### config.mk
export PLATFORM = sky130hd
export DESIGN_NAME = traffic_light_monitor
export DESIGN_NICKNAME = d
export VERILOG_FILES = /design/src/rtl/traffic_pkg.sv /design/src/rtl/traffic_dwell_cnt.sv /design/src/rtl/traffic_light_monitor.sv
export SDC_FILE = /design/constraint.sdc
export NUM_CORES = 1
export LEC_CHECK = 0
export CAP_MARGIN = 10
export CORE_ASPECT_RATIO = 1.75
export CORE_MARGIN = 5
export CORE_UTILIZATION = 40
export CTS_CLUSTER_DIAMETER = 200
export CTS_CLUSTER_SIZE = 24
export DETAILED_ROUTE_END_ITERATION = 8
export SLEW_MARGIN = 40
export SYNTH_ARGS = -nofsm -noshare
export SYNTH_HDL_FRONTEND = slang
export SYNTH_SLANG_ARGS = --single-unit
### constraint.sdc
create_clock -name clk -period 2.2 [get_ports clk]
set_input_delay 0.44 -clock clk [delete_from_list [all_inputs] [get_ports clk]]
set_output_delay 0.44 -clock clk [all_outputs]
set_load 0.1 [all_outputs]
### src/rtl/traffic_pkg.sv
// Shared definitions for the traffic-light controller and its lamp monitor:
// phase encoding, lamp patterns, error bit positions and phase helpers.
package traffic_pkg;

   typedef enum logic [1:0] {
      PH_RED    = 2'd0,
      PH_RY     = 2'd1,
      PH_GREEN  = 2'd2,
      PH_YELLOW = 2'd3
   } phase_t;

   // Lamp patterns as {red, yellow, green}
   localparam logic [2:0] PAT_RED    = 3'b100;
   localparam logic [2:0] PAT_RY     = 3'b110;
   localparam logic [2:0] PAT_GREEN  = 3'b001;
   localparam logic [2:0] PAT_YELLOW = 3'b010;

   // Bit positions inside the error pulse / sticky vectors
   localparam int ERR_PATTERN = 0;
   localparam int ERR_ORDER   = 1;
   localparam int ERR_TIME    = 2;
   localparam int ERR_STUCK   = 3;

   // Legal successor in the fixed light sequence
   function automatic phase_t next_phase(input phase_t ph);
      phase_t nxt;
      case (ph)
         PH_RED:    nxt = PH_RY;
         PH_RY:     nxt = PH_GREEN;
         PH_GREEN:  nxt = PH_YELLOW;
         PH_YELLOW: nxt = PH_RED;
         default:   nxt = PH_RED;
      endcase
      return nxt;
   endfunction

   // True for the four lamp combinations the controller may show
   function automatic logic pat_is_legal(input logic [2:0] pat);
      logic legal;
      case (pat)
         PAT_RED, PAT_RY, PAT_GREEN, PAT_YELLOW: legal = 1'b1;
         default:                                legal = 1'b0;
      endcase
      return legal;
   endfunction

   // Phase shown by a legal pattern; illegal patterns map to PH_RED and
   // must be filtered with pat_is_legal first
   function automatic phase_t pat_to_phase(input logic [2:0] pat);
      phase_t ph;
      case (pat)
         PAT_RED:    ph = PH_RED;
         PAT_RY:     ph = PH_RY;
         PAT_GREEN:  ph = PH_GREEN;
         PAT_YELLOW: ph = PH_YELLOW;
         default:    ph = PH_RED;
      endcase
      return ph;
   endfunction

endpackage

### src/rtl/traffic_dwell_cnt.sv
// Saturating dwell counter for the lamp monitor. Load sets it to 1 (first
// clock of a new phase), increment adds one and sticks at all-ones.
// o_hit_max flags that the next increment lands exactly on MAX_DWELL.
module traffic_dwell_cnt #(
   parameter int CNT_W     = 8,
   parameter int MAX_DWELL = 64
) (
   input  logic             clk,
   input  logic             rst,
   input  logic             i_load,
   input  logic             i_inc,
   output logic [CNT_W-1:0] o_cnt,
   output logic             o_hit_max
);

   localparam logic [CNT_W-1:0] CNT_SAT = {CNT_W{1'b1}};
   localparam logic [CNT_W-1:0] CNT_ONE = {{(CNT_W-1){1'b0}}, 1'b1};
   localparam logic [CNT_W-1:0] CNT_MAX = CNT_W'(MAX_DWELL);

   logic [CNT_W-1:0] r_cnt;
   logic [CNT_W-1:0] w_cnt_inc;

   // Incremented value, held at all-ones once saturated
   always_comb begin
      w_cnt_inc = r_cnt;
      if (r_cnt == CNT_SAT) begin
         w_cnt_inc = r_cnt;
      end else begin
         w_cnt_inc = r_cnt + CNT_ONE;
      end
   end

   assign o_hit_max = (w_cnt_inc == CNT_MAX) && (r_cnt != CNT_MAX);
   assign o_cnt     = r_cnt;

   // Counter register: load has priority over increment
   always_ff @(posedge clk or negedge rst) begin
      if (!rst) begin
         r_cnt <= {CNT_W{1'b0}};
      end else if (i_load) begin
         r_cnt <= CNT_ONE;
      end else if (i_inc) begin
         r_cnt <= w_cnt_inc;
      end else begin
         r_cnt <= r_cnt;
      end
   end

endmodule

### src/rtl/traffic_light_monitor.sv
// Passive monitor on the controller's lamp outputs. Registers the lamp
// pattern, follows the RED->RY->GREEN->YELLOW sequence, checks dwell times
// and reports single-cycle error pulses, sticky flags and a cycle count.
module traffic_light_monitor
   import traffic_pkg::*;
#(
   parameter int RY_LEN     = 2,
   parameter int YELLOW_LEN = 3,
   parameter int MIN_RED    = 5,
   parameter int MIN_GREEN  = 5,
   parameter int MAX_DWELL  = 64,
   parameter int CNT_W      = 8
) (
   input  logic        clk,
   input  logic        rst,
   input  logic        red,
   input  logic        yellow,
   input  logic        green,
   input  logic        clr,
   output logic [1:0]  phase,
   output logic        in_sync,
   output logic        err_pattern,
   output logic        err_order,
   output logic        err_time,
   output logic        err_stuck,
   output logic [3:0]  err_sticky,
   output logic [15:0] cycles
);

   typedef enum logic {ST_SYNC = 1'b0, ST_TRACK = 1'b1} state_t;

   logic [2:0]       r_pat_q;
   logic [2:0]       r_pat_prev;
   logic             r_pat_vld;
   state_t           r_state;
   phase_t           r_phase;
   logic             r_in_sync;
   logic [3:0]       r_err;
   logic [3:0]       r_sticky;
   logic [15:0]      r_cycles;

   state_t           w_state_nxt;
   phase_t           w_phase_nxt;
   phase_t           w_pat_phase;
   logic             w_red_onset;
   logic             w_time_bad;
   logic [3:0]       w_err_nxt;
   logic [15:0]      w_cycles_nxt;
   logic             w_dwell_load;
   logic             w_dwell_inc;
   logic             w_hit_max;
   logic [CNT_W-1:0] w_dwell;

   traffic_dwell_cnt #(
      .CNT_W     (CNT_W),
      .MAX_DWELL (MAX_DWELL)
   ) u_dwell (
      .clk       (clk),
      .rst       (rst),
      .i_load    (w_dwell_load),
      .i_inc     (w_dwell_inc),
      .o_cnt     (w_dwell),
      .o_hit_max (w_hit_max)
   );

   // Locking needs a fresh RED onset so the first RED dwell is measured
   // from its real start; the reset value 000 of pat_q counts as non-RED.
   assign w_pat_phase = pat_to_phase(r_pat_q);
   assign w_red_onset = (r_pat_q == PAT_RED) && (r_pat_prev != PAT_RED);

   // Dwell rule for the phase being left
   always_comb begin
      w_time_bad = 1'b0;
      case (r_phase)
         PH_RED:    w_time_bad = (w_dwell <  CNT_W'(MIN_RED));
         PH_RY:     w_time_bad = (w_dwell != CNT_W'(RY_LEN));
         PH_GREEN:  w_time_bad = (w_dwell <  CNT_W'(MIN_GREEN));
         PH_YELLOW: w_time_bad = (w_dwell != CNT_W'(YELLOW_LEN));
         default:   w_time_bad = 1'b0;
      endcase
   end

   // Next-state, phase tracking and error pulse decode. pat_q is ignored on
   // the first edge after reset because it still holds the cleared value.
   always_comb begin
      w_state_nxt  = r_state;
      w_phase_nxt  = r_phase;
      w_err_nxt    = 4'b0000;
      w_cycles_nxt = r_cycles;
      w_dwell_load = 1'b0;
      w_dwell_inc  = 1'b0;
      if (!r_pat_vld) begin
         w_state_nxt = r_state;
      end else if (!pat_is_legal(r_pat_q)) begin
         w_err_nxt[ERR_PATTERN] = 1'b1;
         w_state_nxt            = ST_SYNC;
      end else begin
         case (r_state)
            ST_SYNC: begin
               if (w_red_onset) begin
                  w_state_nxt  = ST_TRACK;
                  w_phase_nxt  = PH_RED;
                  w_dwell_load = 1'b1;
               end else begin
                  w_state_nxt  = ST_SYNC;
               end
            end
            ST_TRACK: begin
               if (w_pat_phase == r_phase) begin
                  w_dwell_inc          = 1'b1;
                  w_err_nxt[ERR_STUCK] = w_hit_max;
               end else if (w_pat_phase == next_phase(r_phase)) begin
                  w_err_nxt[ERR_TIME]  = w_time_bad;
                  w_phase_nxt          = w_pat_phase;
                  w_dwell_load         = 1'b1;
                  if (r_phase == PH_YELLOW) begin
                     w_cycles_nxt = r_cycles + 16'd1;
                  end else begin
                     w_cycles_nxt = r_cycles;
                  end
               end else begin
                  w_err_nxt[ERR_ORDER] = 1'b1;
                  w_state_nxt          = ST_SYNC;
               end
            end
            default: begin
               w_state_nxt = ST_SYNC;
            end
         endcase
      end
   end

   // State, input capture and registered outputs; a pulse in the same cycle
   // as clr still sets its sticky bit
   always_ff @(posedge clk or negedge rst) begin
      if (!rst) begin
         r_pat_q    <= 3'b000;
         r_pat_prev <= 3'b000;
         r_pat_vld  <= 1'b0;
         r_state    <= ST_SYNC;
         r_phase    <= PH_RED;
         r_in_sync  <= 1'b0;
         r_err      <= 4'b0000;
         r_sticky   <= 4'b0000;
         r_cycles   <= 16'd0;
      end else begin
         r_pat_q    <= {red, yellow, green};
         r_pat_prev <= r_pat_q;
         r_pat_vld  <= 1'b1;
         r_state    <= w_state_nxt;
         r_phase    <= w_phase_nxt;
         r_in_sync  <= (w_state_nxt == ST_TRACK);
         r_err      <= w_err_nxt;
         r_sticky   <= (clr ? 4'b0000 : r_sticky) | w_err_nxt;
         r_cycles   <= w_cycles_nxt;
      end
   end

   assign phase       = r_phase;
   assign in_sync     = r_in_sync;
   assign err_pattern = r_err[ERR_PATTERN];
   assign err_order   = r_err[ERR_ORDER];
   assign err_time    = r_err[ERR_TIME];
   assign err_stuck   = r_err[ERR_STUCK];
   assign err_sticky  = r_sticky;
   assign cycles      = r_cycles;

endmodule

==> metrics, run 1 <==
minimum clock period=2.12 ns; Final Cycle Share=96.4%; 1st-pass router iterations=4; I/O pin cnt=33; Hold Vio Cnt, Final=0; post-synthesis compound-gate area fraction=11.1%; Setup Skew=0.00321 ns; Total GRT Usage=15.3%; number of setup buffers added after CTS=0; xor and xnor area share after synthesis=8.57%; Reg clk slew, reported paths=0.08 ns; largest net degree at the start of global routing=24; Worst EP required=2.37 ns; number of fill cells=537; most common library cells after synthesis=dfrtp_1, nor2_1, xnor2_1, nand3_1, nand4_1; Worst-Margin Slew=0.524 ns; fmax=0.471 GHz; Clock Sinks=42; status=finished, final reports clean; full die area=7280 sq um; final core utilization=49.4%; initial core utilization=40.6%; post-route design area=2740 sq um; Final Non-Filler Cells=335; area fraction in and, or, nand and nor cells after synthesis=22.6%; CTS root buf=clkbuf_8; Mapped Area=2250 sq um; startpoint types=flop; DRT iter0 DRCs=91; Worst VDD drop=0.000481 V; die width=66.7 um; combinational family with the most area after synthesis=simple AND/OR/NAND/NOR gates; CTS Hold Bufs=0; CP max FO=6; Worst setup EP type=flop; Synth cell types=54; Crit path max-delay family=compound AO/OA/AOI/OAI gates; total CTS buffers=5; Leak Pwr=1.34 nW; row count=36; PD cells=822 nW/um^2; Avg Cell Area, Syn=10.6 sq um; core area=5540 sq um; grt total ovfl=0; Worst Hold Class=in -> async; Cells after DPL=328; RSZ-0062 raised after global routing=true; wire per inst=14.6 um; met2 Use GR=26.5%; clk buf depth=2; ys async rst share=100%; Primary FF master, synth=dfrtp_1; Cells after Synth=213; total power=0.00225 W; met1 usage=17.5%; type of the worst setup path=reg -> reg; GR peak layer=met2; WL final=4900 um; Final Wtd Congestion=0.786; clk_lat worst skew=0.29 ns; Critical-path top delay cell=dfrtp_4; CP arrival=2.30 ns; CTS tree=built; detailed placer's ending HPWL=3820 um; crit-path cells=inv_2 > ha_2 > or2_1 > nor2b_1 > o21ba_2 > o21ai_2 > a2111oi_0 > a211o_1; n_diodes=0; Slew Limit Fails=0; final net count=271; via count=1703; IO Port Bufs=32; Syn. warnings=0; area leader, netlist=dfrtp_1; synthesis-to-layout area growth=21.8%; Setup Viol. Count Final=0; ratio of cells with drive above 1 in the final layout=28.2%; vias in the first global route=1778; grt met3 use=2.47%; top cell type's share of synthesized area=46.8%; Placed Area=2650 sq um; global-route wire length before repair=8460 um; Max-slew headroom=65.1%; post-synthesis sequential area ratio=46.8%; Max-cap violations=0; die span in y=109 um; vias per cell=5.08; CP Buf/Inv Count=1; count leader, synth=dfrtp_1; Crit path largest cell delay=0.44 ns; syn_nets=225; Final ANT Viol Nets=0; htree depth=2; initial antenna violation count=0; Post-Synth Adder-Cell Area=3.34%; number of synthesized flops with an enable pin=0; Synth area leaders=dfrtp_1, xnor2_1, ha_1; DRC errors left=0; Yosys reg bits=42; post-synthesis mux area share=2.45%
stage by stage:
step	hold slack, ns	setup TNS [ns]	worst slack (ns)
global route	0.159	-0.0995	-0.0426
CTS	0.136	0	0.0355
global placement	0.452	0	0.0468
finish	0.120	0	0.0790
detailed placement	0.454	-0.0178	-0.0178
floorplan	0.144	-0.896	-0.129
power breakdown:
part           switching [W]  internal [W]
clock network       0.000246      0.000213
registers          0.0000614      0.000844
logic               0.000583      0.000302
state kept, by name (all words and copies together) (netlist names):
signal and flops:
r_pat_vld 1, phase 2, cycles 16, in_sync 1, u_dwell.o_cnt 8, err_sticky 4
r_err 4, r_pat_q 3, r_pat_prev 3
layer usage:
| metal | vias to the layer above | share of wire (%) |
|---|---|---|
| li1 | 839 | - |
| met4 | 0 | 3.9 |
| met5 | - | 0 |
| met3 | 12 | 1.9 |
| met1 | 829 | 38 |
| met2 | 23 | 56 |
placed cells by master, fill, tap and decap left out, types with 3 or more instances in the layout:
cell / netlist / routed
mux2i_1: 4 / 4
and3_1: 8 / 8
nor2_1: 18 / 18
a21o_1: 4 / 4
clkbuf_8: 0 / 5
nand2b_1: 3 / 3
nand2_1: 6 / 6
ha_1: 6 / 5
inv_1: 9 / 8
nand4_1: 10 / 10
and2_1: 3 / 3
xor2_1: 7 / 7
a21oi_1: 5 / 5
o21ai_0: 3 / 3
dfrtp_1: 42 / 39
nand3_1: 10 / 10
nor3_1: 8 / 8
clkdlybuf4s50_1: 0 / 4
xnor2_1: 15 / 15
buf_4: 0 / 44
what timing repair did:
action,4_1_cts,5_1_grt
resized for setup,1,1
pin swaps,0,0
setup endpoints to repair,1,11
worst paths after layout:
kind | from | to | slack [ns] | depth (start not counted)
worst max-delay path | phase[0] | phase[1] | 0.08 | 8
worst min-delay path | rst | u_dwell.o_cnt[7] | 0.12 | 1
worst max register to register | phase[0] | phase[1] | 0.08 | 8
worst min register to register | err_sticky[2] | err_sticky[2] | 0.48 | 1
max in group asynchronous | rst | err_sticky[1] | 1.54 | 2
min in group clk | err_sticky[2] | err_sticky[2] | 0.48 | 1
cell type report:
cell class                      count  area [sq um]  area share [%]
Sequential cell                    42          1060            38.7
Clock buffer                        5          68.8            2.51
Inverter                            9          33.8            1.23
Tap cell                           76          95.1            3.47
Timing Repair Buffer               49           375            13.7
Multi-Input combinational cell    152          1090            40.0
Clock inverter                      2          10.0           0.366
logic make-up after synthesis:
group,Yosys count
buf+inv,19
mux,5
xor+xnor,22
compound gates,32
simple gates,86
flops,42
fa+ha+maj,6
other cells,1
Note: power is estimated with default switching activity, not from simulation.
==> run 2, diff against run 1 <==
--- a/config.mk
+++ b/config.mk
@@ -12,6 +12,7 @@
 export CTS_CLUSTER_DIAMETER = 200
 export CTS_CLUSTER_SIZE = 24
 export DETAILED_ROUTE_END_ITERATION = 8
+export GPL_ROUTABILITY_DRIVEN = 0
 export SLEW_MARGIN = 40
 export SYNTH_ARGS = -nofsm -noshare
 export SYNTH_HDL_FRONTEND = slang
==> constraint.sdc (replaced) <==
create_clock -name clk -period 1.87 [get_ports clk]
set_input_delay 0.374 -clock clk [delete_from_list [all_inputs] [get_ports clk]]
set_output_delay 0.374 -clock clk [all_outputs]
set_load 0.1 [all_outputs]
==> run 2 against run 1 <==
The run now ends with negative setup slack left. First-iteration DRC count grew 31%. Worst hold slack worse by 0.030 ns. Sequential power up 18%.
==> metrics, run 2 (same netlist as run 1, synthesis figures left out) <==
post-route design area=3410 sq um (was 2740 sq um); I/O pin cnt=33 (unchanged); clk buf depth=2 (unchanged); IO Port Bufs=32 (unchanged); grt total ovfl=0 (unchanged); global-route wire length before repair=9420 um (was 8460 um); Hold Vio Cnt, Final=0 (unchanged); CP max FO=5 (was 6); Setup Viol. Count Final=29 (was 0); initial antenna violation count=0 (unchanged); fmax=0.493 GHz (was 0.471 GHz); Hold Slack=0.0890 ns (was 0.120 ns); 1st-pass router iterations=4 (unchanged); Leak Pwr=1.56 nW (was 1.34 nW); most frequent cells in the layout=buf_4, dfrtp_1, buf_12 (was buf_4, dfrtp_1, nor2_1); Worst setup EP type=flop (unchanged); Worst VDD drop=0.000760 V (was 0.000481 V); vias per cell=5.11 (was 5.08); Placed Area=3150 sq um (was 2650 sq um); CP arrival=2.22 ns (was 2.30 ns); Clock Sinks=42 (unchanged); die width=66.7 um (unchanged); Slew Limit Fails=0 (unchanged); crit-path cells=ha_4 > or2_4 > nor2b_4 > o21ba_4 > buf_6 > o2111ai_4 > nor2_1 > xor2_1 (was inv_2 > ha_2 > or2_1 > nor2b_1 > o21ba_2 > o21ai_2 > a2111oi_0 > a211o_1); status=finished with violations (was finished, final reports clean); Worst Hold Class=in -> async (unchanged); final net count=296 (was 271); full die area=7280 sq um (unchanged); CTS root buf=clkbuf_8 (unchanged); WL met3=119 um (was 94 um); total CTS buffers=5 (unchanged); vias in the first global route=2003 (was 1778); Max-cap violations=0 (unchanged); commonest non-fill, non-tap cell in the layout=buf_4 (unchanged); Final Non-Filler Cells=361 (was 335); clk_lat worst skew=0.30 ns (was 0.29 ns); largest net degree at the start of global routing=27 (was 24); type of the worst setup path=reg -> reg (unchanged); DRC errors left=0 (unchanged); ratio of cells with drive above 1 in the final layout=42.8% (was 28.2%); Total GRT Usage=17.2% (was 15.3%); final worst setup slack=-0.160 ns (was 0.0790 ns); M1 WL=2000 um (was 1860 um); DRT iter0 DRCs=119 (was 91); Setup Skew=0.00913 ns (was 0.00321 ns); Worst EP required=2.06 ns (was 2.37 ns); via count=1843 (was 1703); wire per inst=15.7 um (was 14.6 um); Cells after DPL=350 (was 328); n_diodes=0 (unchanged); final core utilization=61.6% (was 49.4%); minimum clock period=2.03 ns (was 2.12 ns); RSZ-0062 raised after global routing=true (unchanged); failing checks=negative setup slack; Top Metal Used=met4 (unchanged); core area=5540 sq um (unchanged); startpoint types=flop (unchanged); Worst-Margin Slew=0.618 ns (was 0.524 ns); Reg clk slew, reported paths=0.08 ns (about the same); WL final=5650 um (was 4900 um); Max-slew headroom=58.8% (was 65.1%); detailed placer's ending HPWL=4150 um (was 3820 um); row count=36 (unchanged); die span in y=109 um (unchanged); total power=0.00321 W (was 0.00225 W); CTS tree=built (unchanged); Final Cycle Share=109% (was 96.4%); Critical-path top delay cell=dfrtp_4 (unchanged); synthesis-to-layout area growth=51.9% (was 21.8%); PD cells=941 nW/um^2 (was 822 nW/um^2); Crit path largest cell delay=0.50 ns (was 0.44 ns); initial core utilization=40.6% (unchanged); htree depth=2 (unchanged); R2R Setup Slk=-0.16 ns (was 0.08 ns); max reg flops=16 (unchanged); Final ANT Viol Nets=0 (unchanged); met2 routed WL=3310 um (was 2750 um)
run 2: area by class of cell:
| class | instances | area (sq um) |
|---|---|---|
| timing repair buffer | 74 | 862 |
| clock inverter | 2 | 12.5 |
| tap | 76 | 95.1 |
| inverter | 9 | 36.3 |
| clock buffer | 6 | 82.6 |
| fill | 469 | 2130 |
| sequential | 42 | 1060 |
| multi-input combinational | 152 | 1260 |
run 2: layer usage:
metal | track usage, % | vias to the layer above
li1 | - | 889
met1 | 18.0 | 905
met2 | 32.0 | 35
met3 | 2.47 | 14
met4 | 9.30 | 0
met5 | 0 | -
run 2: power by group:
group / internal, W / switching [W]
combinational: 0.000677 / 0.000850
sequential: 0.000993 / 0.0000743
clock: 0.000297 / 0.000321
run 2: what timing repair did:
action	in CTS	in global routing
pin swaps	8	8
hold endpoints to repair	0	0
buffers inserted	1	2
hold buffers	0	0
cloned	0	0
endpoints found under the setup margin	32	31
gates resized for setup	18	19
run 2: stage by stage:
step                TNS (ns)  setup slack, ns
floorplan              -9.24           -0.457
global placement       -3.98           -0.254
detailed placement     -5.18           -0.309
CTS                    -2.15           -0.143
global route           -4.63           -0.231
finish                 -2.08           -0.160
run 2: critical path: cells and delay by family (launching register included):
| kind | cells | cell delay, ns |
|---|---|---|
| xor gates and xnor gates | 1 | 0.15 |
| AOI/OAI and AO/OA | 2 | 0.51 |
| DFF | 1 | 0.50 |
| adders and majority gates | 1 | 0.16 |
| and+or+nand+nor | 3 | 0.49 |
| buffers and inverters | 1 | 0.12 |
run 2: worst paths after layout:
check | cells past startpoint | to | from
max in group asynchronous | 2 | r_err[2] | rst
worst max register to register | 8 | cycles[15] | phase[1]
worst max-delay path | 8 | cycles[15] | phase[1]
worst min-delay path | 1 | r_pat_q[0] | rst
worst min register to register | 1 | cycles[15] | cycles[15]
min in group clk | 1 | r_pat_q[0] | green
==> run 3, diff against run 2 <==
==> constraint.sdc (replaced) <==
create_clock -name clk -period 1.75 [get_ports clk]
set_input_delay 0.35 -clock clk [delete_from_list [all_inputs] [get_ports clk]]
set_output_delay 0.35 -clock clk [all_outputs]
set_load 0.1 [all_outputs]
==> run 3 against run 2 <==
Die area stayed put. Cell count is 3.9% higher. The run still ends with negative setup slack left. Cell area is 6.4% higher. Sequential cell count stayed put. Register-to-register slack worse by 0.13 ns. Sequential power is 7% higher. Utilization is 4.0 points higher. Highest routed layer unchanged.
==> metrics, run 3 (same netlist as run 1, synthesis figures left out) <==
Hold Slack=0.00257 ns (was 0.0890 ns); fmax=0.490 GHz (was 0.493 GHz); total CTS buffers=5 (unchanged); Critical-path top delay cell=dfrtp_4 (unchanged); status=finished with violations (unchanged); number of fill cells=441 (was 469); most frequent cells in the layout=buf_4, dfrtp_1, buf_12 (unchanged); synthesis-to-layout area growth=61.7% (was 51.9%); Final TNS setup=-6.71 ns (was -2.08 ns); clk_lat worst skew=0.29 ns (was 0.30 ns); Final ANT Viol Nets=0 (unchanged); detailed placer's ending HPWL=4410 um (was 4150 um); Crit path largest cell delay=0.45 ns (was 0.50 ns); DRT iter0 DRCs=65 (was 119); Worst Hold Class=in -> async (unchanged); minimum clock period=2.04 ns (was 2.03 ns); total power=0.00350 W (was 0.00321 W); Total GRT Usage=17.5% (was 17.2%); multi-input logic area=1280 sq um (was 1260 sq um); n_diodes=0 (unchanged); Worst VDD drop=0.000990 V (was 0.000760 V); CP arrival=2.22 ns (about the same); PD cells=963 nW/um^2 (was 941 nW/um^2); Hold Vio Cnt, Final=0 (unchanged); row count=36 (unchanged); Worst setup EP type=flop (unchanged); Placed Area=3320 sq um (was 3150 sq um); I/O pin cnt=33 (unchanged); Max-cap violations=0 (unchanged); full die area=7280 sq um (unchanged); crit-path cells=inv_4 > ha_4 > or2_4 > nor2b_4 > o21ba_4 > o21a_4 > nand2_4 > mux2_4 (was ha_4 > or2_4 > nor2b_4 > o21ba_4 > buf_6 > o2111ai_4 > nor2_1 > xor2_1); htree depth=2 (unchanged); final worst setup slack=-0.292 ns (was -0.160 ns); initial antenna violation count=0 (unchanged); Crit path max-delay family=compound AO/OA/AOI/OAI gates (unchanged); clk buf depth=2 (unchanged); die span in y=109 um (unchanged); RSZ-0062 raised after global routing=true (unchanged); WL final=5780 um (was 5650 um); Worst EP required=1.93 ns (was 2.06 ns); initial core utilization=40.6% (unchanged); ratio of cells with drive above 1 in the final layout=46.5% (was 42.8%); CTS root buf=clkbuf_8 (unchanged); failing checks=negative setup slack (unchanged); 1st-pass router iterations=4 (unchanged); via count=1895 (was 1843); Final Cycle Share=117% (was 109%); CTS Hold Bufs=0 (unchanged); Leak Pwr=1.67 nW (was 1.56 nW); vias in the first global route=2029 (was 2003); global-route wire length before repair=9580 um (was 9420 um); Reg area=1060 sq um (unchanged); wire per inst=15.4 um (was 15.7 um); Reg clk slew, reported paths=0.08 ns (about the same); core area=5540 sq um (unchanged); startpoint types=flop (unchanged); commonest non-fill, non-tap cell in the layout=buf_4 (unchanged); final net count=310 (was 296); CTS tree=built (unchanged); DRC errors left=0 (unchanged); final core utilization=65.6% (was 61.6%); Clock Sinks=42 (unchanged); CP Buf/Inv Count=1 (unchanged); IO Port Bufs=32 (unchanged); grt total ovfl=0 (unchanged); Setup Viol. Count Final=32 (was 29); type of the worst setup path=reg -> reg (unchanged); post-route design area=3630 sq um (was 3410 sq um); die width=66.7 um (unchanged); CP max FO=10 (was 5); vias per cell=5.05 (was 5.11); Slew Limit Fails=0 (unchanged); Setup Skew=0.00638 ns (was 0.00913 ns); max reg flops=16 (unchanged); largest net degree at the start of global routing=26 (was 27)
[run 3: worst paths after layout]
check	cells after the start	slack, ns	to	startpoint
worst max-delay path	8	-0.29	cycles[1]	phase[0]
worst min-delay path	1	0.003	r_err[3]	rst
worst max register to register	8	-0.29	cycles[1]	phase[0]
worst min register to register	1	0.53	cycles[15]	cycles[15]
max in group asynchronous	2	1.23	phase[0]	rst
min in group clk	1	0.49	r_pat_q[1]	yellow
[run 3: final cells by class]
cell class                 instances  area share (%)
clock inverter                     1           0.138
timing repair buffer              88            29.3
multi-input combinational        152            35.3
clock buffer                       7            2.38
tap                               76            2.62
inverter                           9           0.998
sequential                        42            29.3
[run 3: repair_timing]
action | 4_1_cts | 5_1_grt
resized for setup | 29 | 17
setup buffers | 2 | 1
pin swaps | 18 | 4
setup endpoints to repair | 33 | 33
gates cloned | 0 | 0
[run 3: where the power goes]
part           internal, W  switching, W  leakage [nW]
Combinational     0.000790      0.000916          1.07
Clock             0.000319      0.000327        0.0482
Sequential         0.00106     0.0000876         0.552
[run 3: layer usage]
layer	vias up	track usage [%]	part of all wire, %
met2	22	34.2	60
li1	917	-	-
met4	0	6.98	2.7
met5	-	0	0
met3	11	2.99	2.0
met1	945	17.6	35
[run 3: worst register-to-register path, cell delays in order, from the launching register on]
cell and delay (ns):
dfrtp_4 0.45, inv_4 0.06, ha_4 0.15, or2_4 0.26
nor2b_4 0.13, o21ba_4 0.23, o21a_4 0.27, nand2_4 0.09
mux2_4 0.29
[run 3: per-stage QoR]
| step | setup WS [ns] | cells |
|---|---|---|
| final | -0.292 | 375 |
| after detailed placement | -0.475 | 364 |
| after global placement | -0.420 | 364 |
| after global routing | -0.363 | 375 |
| after CTS | -0.272 | 374 |
| after floorplan | -0.577 | 213 |
